### src/rtl/prog_seq_controller.sv
// Programmable code sequencer: steps q through a DEPTH-entry table once per clock,
// either continuously or for a fixed number of passes. Start, stop and pause control the run.
module prog_seq_controller #(
    parameter int WIDTH = 4,
    parameter int DEPTH = 8,
    parameter int AW    = 3
) (
    input  logic             clk,
    input  logic             rst,
    input  logic             cfg_we,
    input  logic [AW-1:0]    cfg_addr,
    input  logic [WIDTH-1:0] cfg_data,
    input  logic             cfg_len_we,
    input  logic [AW-1:0]    cfg_last,
    input  logic [7:0]       cfg_loops,
    input  logic             start,
    input  logic             stop,
    input  logic             pause,
    output logic [WIDTH-1:0] q,
    output logic [AW-1:0]    idx,
    output logic             busy,
    output logic             wrap,
    output logic             done,
    output logic             cfg_err
);

    typedef enum logic [1:0] {IDLE, RUN, PAUSE} state_t;

    state_t           state, state_nxt;
    logic [WIDTH-1:0] tbl [DEPTH];
    logic [AW-1:0]    last;
    logic [7:0]       loops;
    logic [7:0]       pass_cnt, pass_nxt, pass_inc;
    logic [WIDTH-1:0] q_nxt;
    logic [AW-1:0]    idx_nxt, idx_inc;
    logic             wrap_nxt, done_nxt, err_nxt;
    logic             cfg_any, tbl_wr, len_wr;

    function automatic logic [WIDTH-1:0] dflt(input int i);
        case (i)
            0:       return WIDTH'(1);
            1:       return WIDTH'(2);
            2:       return WIDTH'(3);
            3:       return WIDTH'(5);
            4:       return WIDTH'(9);
            5:       return WIDTH'(11);
            6:       return WIDTH'(12);
            7:       return WIDTH'(15);
            default: return '0;
        endcase
    endfunction

    assign cfg_any  = cfg_we | cfg_len_we;
    assign pass_inc = pass_cnt + 8'd1;
    assign idx_inc  = idx + AW'(1);
    assign busy     = (state != IDLE);

    always_comb begin
        state_nxt = state;
        q_nxt     = q;
        idx_nxt   = idx;
        pass_nxt  = pass_cnt;
        wrap_nxt  = 1'b0;
        done_nxt  = 1'b0;
        // Config is only accepted while idle; any attempt during a run is flagged.
        err_nxt   = (state != IDLE) && cfg_any;
        tbl_wr    = (state == IDLE) && cfg_we;
        len_wr    = (state == IDLE) && cfg_len_we;
        case (state)
            IDLE: begin
                if (start && !stop && !cfg_any) begin
                    state_nxt = RUN;
                    idx_nxt   = '0;
                    q_nxt     = tbl[0];
                    pass_nxt  = '0;
                end
            end
            RUN: begin
                if (stop) begin
                    state_nxt = IDLE;
                    q_nxt     = '0;
                    idx_nxt   = '0;
                end else if (pause) begin
                    state_nxt = PAUSE;
                end else if (idx < last) begin
                    idx_nxt = idx_inc;
                    q_nxt   = tbl[idx_inc];
                end else begin
                    wrap_nxt = 1'b1;
                    pass_nxt = pass_inc;
                    // On the final pass q/idx keep the last entry rather than rewinding.
                    if ((loops != 8'd0) && (pass_inc == loops)) begin
                        state_nxt = IDLE;
                        done_nxt  = 1'b1;
                    end else begin
                        idx_nxt = '0;
                        q_nxt   = tbl[0];
                    end
                end
            end
            PAUSE: begin
                if (stop) begin
                    state_nxt = IDLE;
                    q_nxt     = '0;
                    idx_nxt   = '0;
                end else if (!pause) begin
                    state_nxt = RUN;
                end
            end
            default: state_nxt = IDLE;
        endcase
    end

    always_ff @(posedge clk) begin
        if (rst) begin
            state    <= IDLE;
            q        <= '0;
            idx      <= '0;
            pass_cnt <= '0;
            wrap     <= 1'b0;
            done     <= 1'b0;
            cfg_err  <= 1'b0;
        end else begin
            state    <= state_nxt;
            q        <= q_nxt;
            idx      <= idx_nxt;
            pass_cnt <= pass_nxt;
            wrap     <= wrap_nxt;
            done     <= done_nxt;
            cfg_err  <= err_nxt;
        end
    end

    always_ff @(posedge clk) begin
        if (rst) begin
            for (int i = 0; i < DEPTH; i++) begin
                tbl[i] <= dflt(i);
            end
        end else if (tbl_wr) begin
            tbl[cfg_addr] <= cfg_data;
        end
    end

    always_ff @(posedge clk) begin
        if (rst) begin
            last  <= AW'(DEPTH - 1);
            loops <= 8'd0;
        end else if (len_wr) begin
            last  <= cfg_last;
            loops <= cfg_loops;
        end
    end

endmodule

### config.mk
export PLATFORM = sky130hd
export DESIGN_NAME = prog_seq_controller
export DESIGN_NICKNAME = d
export VERILOG_FILES = /design/src/rtl/prog_seq_controller.sv
export SDC_FILE = /design/constraint.sdc
export NUM_CORES = 1
export LEC_CHECK = 0
export ABC_AREA = 1
export CAP_MARGIN = 20
export CORE_MARGIN = 5
export CORE_UTILIZATION = 30
export DETAILED_ROUTE_END_ITERATION = 10
export MAX_ROUTING_LAYER = met4
export PLACE_DENSITY = 0.58
export SLEW_MARGIN = 20
export SYNTH_ARGS = -nofsm -noshare
export SYNTH_HDL_FRONTEND = slang
export SYNTH_SLANG_ARGS = --single-unit
### constraint.sdc
create_clock -name clk -period 2.6 [get_ports clk]
set_clock_uncertainty 0.2 [all_clocks]
set_input_delay 0.52 -clock clk [delete_from_list [all_inputs] [get_ports clk]]
set_output_delay 0.52 -clock clk [all_outputs]
set_load 0.005 [all_outputs]
==> results.cfg, run 1 <==
[routing]
drt-total-wl_um = 7940
m1WireLength_um = 3610
dr.pass1.iters = 4
wl_met2_um = 3950
first_iter_violations = 110
vias = 2905
viasPerCell = 4.68
routed.top_layer = met4
dr_wl_met3_um = 300
drc = 0
final_antenna_net_count = 0
wl_per_cell_um = 12.8

[min_path]
min_path_cells = 2
hold_class = reg -> reg
hold_start = loops[1]
hold_end = loops[1]

[power_and_ir_drop]
ir_drop_v = 0.000264
p_per_area_nw_per_um2 = 1020
power_switching_mw = 1.65
power_leakage_nw = 1.61
power_frac_clock_pct = 21.8
swShare_pct = 40.1
p_int_mw = 2.47
p_seq_share_pct = 34.7
pwr-share-comb_pct = 43.5

[logic_synthesis]
netlist_instances = 433
synth_area_um2 = 3310
yosysTopAreaCellShare_pct = 29.0
synthDistinctLibCells = 31
synthFlopType = edfxtp_1
synth_enable_flop_cells = 32
ys_warn_count = 0
synth-seq-cells = 63
synthArstFlopShare_pct = 0
synth_most_common_cell = nand2_1
synth_top_area_cell = edfxtp_1
synthTopCellsByArea = edfxtp_1, dfxtp_1, nand2_1
synth.net_count = 466
syn_area_per_cell_um2 = 7.65
seq_area_frac_synth_pct = 47.8
yosys-top-cells-count = nand2_1, nor2_1, inv_1, nand3_1, edfxtp_1

[clocking]
cts.clk_slew.worst_paths_ns = 0.07
cts_root_buffer = clkbuf_8
clk_latency_ns = 0.34
hold_buffers = 0
cts_setup_buffers = 0
cts_buffers = 9
clk_path_buf_depth = 2
htree_levels = 3
post_cts_resized = 0
cts_tree = yes
clock_sinks = 63

[setup_path]
critPathLaunchType = flop
ff2ff_path_depth = 4
reg2reg_to = tbl[7][0]
slowest_delay_ns = 0.50
crit_path_max_fanout = 6
reg2reg_from = state[0]
required_ns = 1.88
regToRegSetupSlack_ns = 0.38
path_class = reg -> out
slowest_stage = clkdlybuf4s50_1
end_kind = output pin
arrival_ns = 1.72
crit_chain = inv_1, ha_1, inv_2, clkdlybuf4s50_1

[global_route]
grt_max_degree = 30
grt-ovfl-total = 0
antenna_found_initial = 0
grt_pass1_wl_um = 13300
grt_pass1_vias = 2913
gr-usage-all-layers_pct = 13.0

[layout]
fillers = 1156
postLayoutCoreUtil_pct = 37.3
num-nets-final = 509
area_growth_pct = 22.2
drive_gt1_share_pct = 8.32
diodes = 0

[placement]
io_buffers = 35
gp_congestion = 0.850
dpl_worst_slack_ns = 0.148
dp_hpwl_um = 5940

[job]
drv_cap = 0

[timing]
rsz0062_at_grt = false
holdWs_ns = 0.282
final.period_utilization_pct = 93.8
finalSetupTns_ns = 0
maxSlewViolCount = 0
slew_headroom_pct = 65.9
setup_viol = 0
setup_ws_ns = 0.162
period_needed_ns = 2.44
finalHoldViolations = 0
fmax_mhz = 410
worst_pin_slew_ns = 0.507

[outcome]
outcome = completed

[floorplanning]
die_h_um = 115
boundaryPins = 36
core_region_area_um2 = 10800
rows = 38
die_w_um = 115
dieArea_um2 = 13200
start_util_pct = 30.6
cells in the final DEF (no fill, tap or decap):
master           count
a31oi_1              5
nand2_2              4
dfxtp_1             31
edfxtp_1            32
nand2_1             95
a21oi_1             24
clkbuf_8             9
inv_2                3
nand3_1             46
o211ai_1             2
nor2_1              58
ha_1                 8
xor2_1               2
inv_4                1
xnor2_1              1
nand3_2              1
nor4_1               2
nor2_2               7
clkinv_1             2
nand4_1              6
o21ai_0             25
o21ai_2              1
and2_1               1
nand2_4              1
a211oi_1             6
clkinv_2             1
clkbuf_1             2
o21ai_1              1
inv_1               54
clkdlybuf4s50_1     35
buf_4                9
or2_2                1
nor3_1               3
bufinv_16            2
worst max-delay path by stage:
stage / from / to / cells after the start
2_1_floorplan: pass_cnt[0] / idx[0] / 11
3_3_place_gp: cfg_we / tbl[6][0] / 8
3_5_place_dp: rst / tbl[7][2] / 4
4_1_cts: state[0] / busy / 4
5_1_grt: state[0] / busy / 4
6_report: state[0] / busy / 4
through the flow:
stage	area (um2)	power [mW]	instances
floorplan	3310	2.68	433
global placement	3840	3.22	605
detailed placement	3840	3.24	605
CTS	4050	4.15	621
global route	4050	4.46	621
finish	4050	4.12	621
logic make-up (layout without fill, tap and decap cells):
family                   count (synthesis)  after routing  share of synthesized area, %
adder cells (fa/ha/maj)                  8              8                          3.02
AO/OA/AOI/OAI                           64             64                          10.6
XOR/XNOR                                 3              3                         0.793
buffers and inverters                   70            118                          8.50
flip-flops                              63             63                          47.8
AND/OR/NAND/NOR                        225            225                          29.4
state kept, by name, indices dropped and copies added (netlist names):
register and cells:
done 1, idx 3, tbl 32, wrap 1, state 2, q 4
cfg_err 1, pass_cnt 8, last 3, loops 8
per-layer routing:
layer  GRT usage [%]  up-vias
met2            22.1       51
met1            15.3     1329
met4            3.76        0
met3            3.11        8
li1                -     1517
met5               -        -
power groups by stage:
stage	logic (mW)	registers, mW	clock network, mW
finish	1.79	1.43	0.899
global route	2.04	1.46	0.962
CTS	1.80	1.43	0.920
detailed placement	1.79	1.45	0
global placement	1.77	1.45	0
floorplan	1.29	1.39	0
final cells by class:
cell class	count	area [um2]	area share [%]
clock inverter	5	72.6	1.79
timing repair buffer	44	418	10.3
sequential	63	1580	39.1
multi-input combinational	300	1450	35.8
clock buffer	11	131	3.25
tap	140	175	4.33
inverter	58	220	5.44
critical path, delay by kind of cell (launching register included):
family / cells / cell delay (ns)
DFF: 1 / 0.39
buffers and inverters: 3 / 0.70
adders and majority gates: 1 / 0.29
No activity file was read; power rests on OpenSTA's default activity.
==> run 2: changes to the inputs <==
--- a/constraint.sdc
+++ b/constraint.sdc
@@ -4,2 +4,2 @@
 set_output_delay 0.52 -clock clk [all_outputs]
-set_load 0.005 [all_outputs]
+set_load 0.01 [all_outputs]
==> run 2 against run 1 <==
First-iteration DRC count increased by 31%. Largest cell class unchanged. Cell count decreased by 0.16%. Sequential share of layout area increased by 0.21 points. Clock power decreased by 7.9%. Via count decreased by 0.72%.
==> results.cfg, run 2 (synthesized netlist as in run 1, its figures left out) <==
[outcome]
outcome = completed

[floorplanning]
rows = 38
die_h_um = 115
boundaryPins = 36
core_region_area_um2 = 10800
die_w_um = 115
start_util_pct = 30.6
dieArea_um2 = 13200

[global_route]
use_met1_pct = 15.3
use_met2_pct = 21.8
grt-busiest-layer = met2
antenna_found_initial = 0
gr-usage-met3_pct = 4.32
grt-ovfl-total = 0
gr-usage-all-layers_pct = 12.9
grt_max_degree = 30
grt_pass1_wl_um = 13300
grt_pass1_vias = 2861

[clocking]
cts_buffers = 9
clk_latency_ns = 0.34
cts_root_buffer = clkbuf_8
htree_levels = 3
cts_tree = yes
cts.clk_slew.worst_paths_ns = 0.07
clk_path_buf_depth = 2
cts_setup_buffers = 0
clock_sinks = 63
hold_buffers = 0

[layout]
area_growth_pct = 21.6
num-nets-final = 508
multi_input_area_um2 = 1450
fillers = 1147
final_common_cell = nand2_1
largest_register = tbl
largest_registers = tbl x32, loops x8, pass_cnt x8
drive_gt1_share_pct = 8.54
largest_reg_flops = 32
diodes = 0
seqCellArea_um2 = 1580
final_cell_mix = nand2_1, nor2_1, inv_1, nand3_1, clkdlybuf4s50_1

[placement]
dpl_worst_slack_ns = 0.140
io_buffers = 35
gp_congestion = 0.847
dp_hpwl_um = 5810

[timing]
maxSlewViolCount = 0
setup_viol = 0
final.period_utilization_pct = 95.0
rsz0062_at_grt = false
worst_pin_slew_ns = 0.542
period_needed_ns = 2.47
finalHoldViolations = 0
setup_ws_ns = 0.131
finalSetupTns_ns = 0
fmax_mhz = 405
slew_headroom_pct = 63.5

[routing]
vias = 2884
drt-total-wl_um = 7790
drc = 0
final_antenna_net_count = 0
first_iter_violations = 144
dr.pass1.iters = 4
wl_per_cell_um = 12.6
viasPerCell = 4.65

[power_and_ir_drop]
pwr-share-comb_pct = 44.5
power_switching_mw = 1.67
power_frac_clock_pct = 20.4
p_int_mw = 2.38
swShare_pct = 41.3
ir_drop_v = 0.000363
p_per_area_nw_per_um2 = 1010
p_seq_share_pct = 35.1
power_leakage_nw = 1.60

[setup_path]
path_class = reg -> out
arrival_ns = 1.75
ff2ff_path_depth = 11
reg2reg_from = pass_cnt[0]
regToRegSetupSlack_ns = 0.41
crit_start = state[0]
required_ns = 1.88
crit_path_end = busy
crit_path_max_fanout = 6
end_kind = output pin
critPathLaunchType = flop
reg2reg_to = q[0]

[job]
drv_cap = 0

[min_path]
hold_class = reg -> reg
-- run 2: metal layers --
metal | routed length [um] | vias to the layer above
li1 | - | 1504
met1 | 3430 | 1316
met2 | 3870 | 60
met3 | 442 | 4
met4 | 42 | 0
met5 | 0 | -
-- run 2: how the worst min path moves through the flow --
stage / end / from / depth (start not counted) / slack (ns)
final: last[0] / last[0] / 2 / 0.29
after global routing: loops[0] / loops[0] / 2 / 0.31
after floorplan: last[0] / last[0] / 2 / 0.24
after global placement: last[0] / last[0] / 2 / 0.26
after CTS: last[0] / last[0] / 2 / 0.29
after detailed placement: last[0] / last[0] / 2 / 0.27
-- run 2: power groups by stage --
stage	Combinational, mW	Clock, mW	Sequential, mW
after global routing	2.06	0.904	1.46
after floorplan	1.29	0	1.41
final	1.81	0.828	1.43
after CTS	1.81	0.846	1.43
after detailed placement	1.81	0	1.44
after global placement	1.79	0	1.45
-- run 2: stage by stage --
stage | cell area (um2) | utilization (%) | instances | power (mW) | hold slack (ns)
after floorplan | 3310 | - | 433 | 2.70 | 0.242
after global placement | 3840 | 35.4 | 604 | 3.23 | 0.259
after detailed placement | 3840 | 35.4 | 604 | 3.25 | 0.270
after CTS | 4030 | 37.1 | 620 | 4.09 | 0.289
after global routing | 4030 | 37.1 | 620 | 4.43 | 0.305
final | 4030 | 37.1 | 620 | 4.06 | 0.286
-- run 2: timing repair --
item / CTS / global route
gates resized for setup: 0 / 1
endpoints found under the setup margin: 0 / 1
hold endpoints to repair: 0 / 0
-- run 2: final cells by class --
type	count	area share [%]
flip-flops and latches	63	39.3
well taps	140	4.35
multi-input cells	300	36.0
repair buffers	43	10.2
inverters	58	5.47
clock inverters	5	1.21
clock buffers	11	3.51
-- run 2: worst max-delay path: stages (launching register included) --
cell and delay, ns:
dfxtp_1 0.39, inv_1 0.08, ha_1 0.29, inv_2 0.11
clkdlybuf4s50_1 0.54
==> run 3: changes to the inputs <==
SLEW_MARGIN = not set   (was 20)
clock period = 2.7 ns   (was 2.6 ns; I/O delays follow)
==> run 3 against run 2 <==
Largest power group unchanged. Critical endpoint unchanged. Non-clock buffer count fell by 1. Cell count fell by 0.16%. Global-route usage rose by 0.33 points. Via count rose by 1.4%. Utilization barely moved.
==> results.cfg, run 3 (synthesized netlist as in run 1, its figures left out) <==
[outcome]
outcome = completed

[power_and_ir_drop]
ir_drop_v = 0.000292
power_leakage_nw = 1.60
p_per_area_nw_per_um2 = 976

[layout]
final_cell_mix = nand2_1, nor2_1, inv_1, nand3_1, clkdlybuf4s50_1
area_growth_pct = 21.6
largest_reg_flops = 32
num-nets-final = 507
final_common_cell = nand2_1
largest_registers = tbl x32, loops x8, pass_cnt x8
diodes = 0
fillers = 1147
largest_register = tbl
postLayoutCellArea_um2 = 4030
drive_gt1_share_pct = 8.14

[setup_path]
slowest_stage = clkdlybuf4s50_1
crit_path_max_fanout = 6
cp.depth = 4
reg2reg_to = q[3]
reg2reg_from = pass_cnt[0]
critPathLaunchType = flop
crit_chain = inv_1, ha_1, inv_1, clkdlybuf4s50_1
path_common_cell = inv_1
ff2ff_path_depth = 11
crit_buf_inv = 3
end_kind = output pin
regToRegSetupSlack_ns = 0.54
path_class = reg -> out
slowest_delay_ns = 0.55
arrival_ns = 1.78
critPathTopFamily = buffers and inverters
required_ns = 1.96

[timing]
finalSetupTns_ns = 0
period_needed_ns = 2.52
setup_viol = 0
final.period_utilization_pct = 93.5
worst_pin_slew_ns = 0.509
rsz0062_at_grt = false
slew_headroom_pct = 65.8
finalHoldViolations = 0
fmax_mhz = 396
maxSlewViolCount = 0

[placement]
gp_congestion = 0.878
io_buffers = 35
place_area_um2 = 3830
dp_hpwl_um = 5970

[clocking]
clock_sinks = 63
hold_buffers = 0
cts_root_buffer = clkbuf_8
post_cts_resized = 0
cts_tree = yes
cts_setup_buffers = 0
cts.clk_slew.worst_paths_ns = 0.07
clk_path_buf_depth = 2
clk_latency_ns = 0.35
cts_buffers = 9
htree_levels = 3

[floorplanning]
dieArea_um2 = 13200
rows = 38
die_w_um = 115
core_region_area_um2 = 10800
boundaryPins = 36
die_h_um = 115
start_util_pct = 30.6

[routing]
wl_per_cell_um = 12.8
first_iter_violations = 103
dr.pass1.iters = 4
m1WireLength_um = 3410
drc = 0
viasPerCell = 4.73
dr_wl_met3_um = 407
drt-total-wl_um = 7940
vias = 2925
routed.top_layer = met4
final_antenna_net_count = 0
wl_met2_um = 3990

[min_path]
hold_end = last[0]
hold_start = last[0]
hold_class = reg -> reg
min_path_cells = 2

[global_route]
grt_pass1_vias = 2848
grt_max_degree = 30
grt-ovfl-total = 0
grt_pass1_wl_um = 13300
antenna_found_initial = 0
gr-usage-all-layers_pct = 13.3

[job]
drv_cap = 0
[run 3: cell type report]
type                    count  area (um2)  area share (%)
clock inverters             4        43.8            1.09
inverters                  58         220            5.47
repair buffers             42         403            10.0
flip-flops and latches     63        1580            39.3
clock buffers              12         155            3.85
multi-input cells         300        1450            36.0
well taps                 140         175            4.35
[run 3: worst register-to-register path, delay by kind of cell (launching register included)]
| kind | cells | cell delay [ns] |
|---|---|---|
| DFF | 1 | 0.45 |
| AOI/OAI and AO/OA | 1 | 0.18 |
| and+or+nand+nor | 8 | 0.91 |
| buffers and inverters | 1 | 0.06 |
| adders and majority gates | 1 | 0.26 |
[run 3: worst max path at each step]
stage	start	endpoint	slack (ns)
finish	state[0]	busy	0.18
global route	state[0]	busy	0.03
CTS	state[0]	busy	0.15
detailed placement	rst	tbl[5][2]	0.19
global placement	cfg_we	q[0]	0.18
floorplan	idx[0]	q[0]	0.81
[run 3: report_power, final]
part           internal [mW]  switching [mW]
Clock                  0.470           0.353
Combinational          0.656            1.08
Sequential              1.19           0.176
[run 3: layer usage]
metal  GRT usage (%)  up-vias
li1                -     1500
met1            15.1     1354
met2            22.5       58
met3            3.53       13
met4            4.77        0
met5               -        -
[run 3: metrics by stage]
stage | power (mW) | instances | setup slack, ns | util (%) | hold WS (ns)
after global routing | 4.29 | 619 | 0.0259 | 37.2 | 0.287
after detailed placement | 3.14 | 603 | 0.188 | 35.3 | 0.261
after floorplan | 2.60 | 433 | 0.808 | - | 0.242
final | 3.93 | 619 | 0.176 | 37.2 | 0.277
after CTS | 3.98 | 619 | 0.149 | 37.2 | 0.280
after global placement | 3.11 | 603 | 0.181 | 35.3 | 0.259
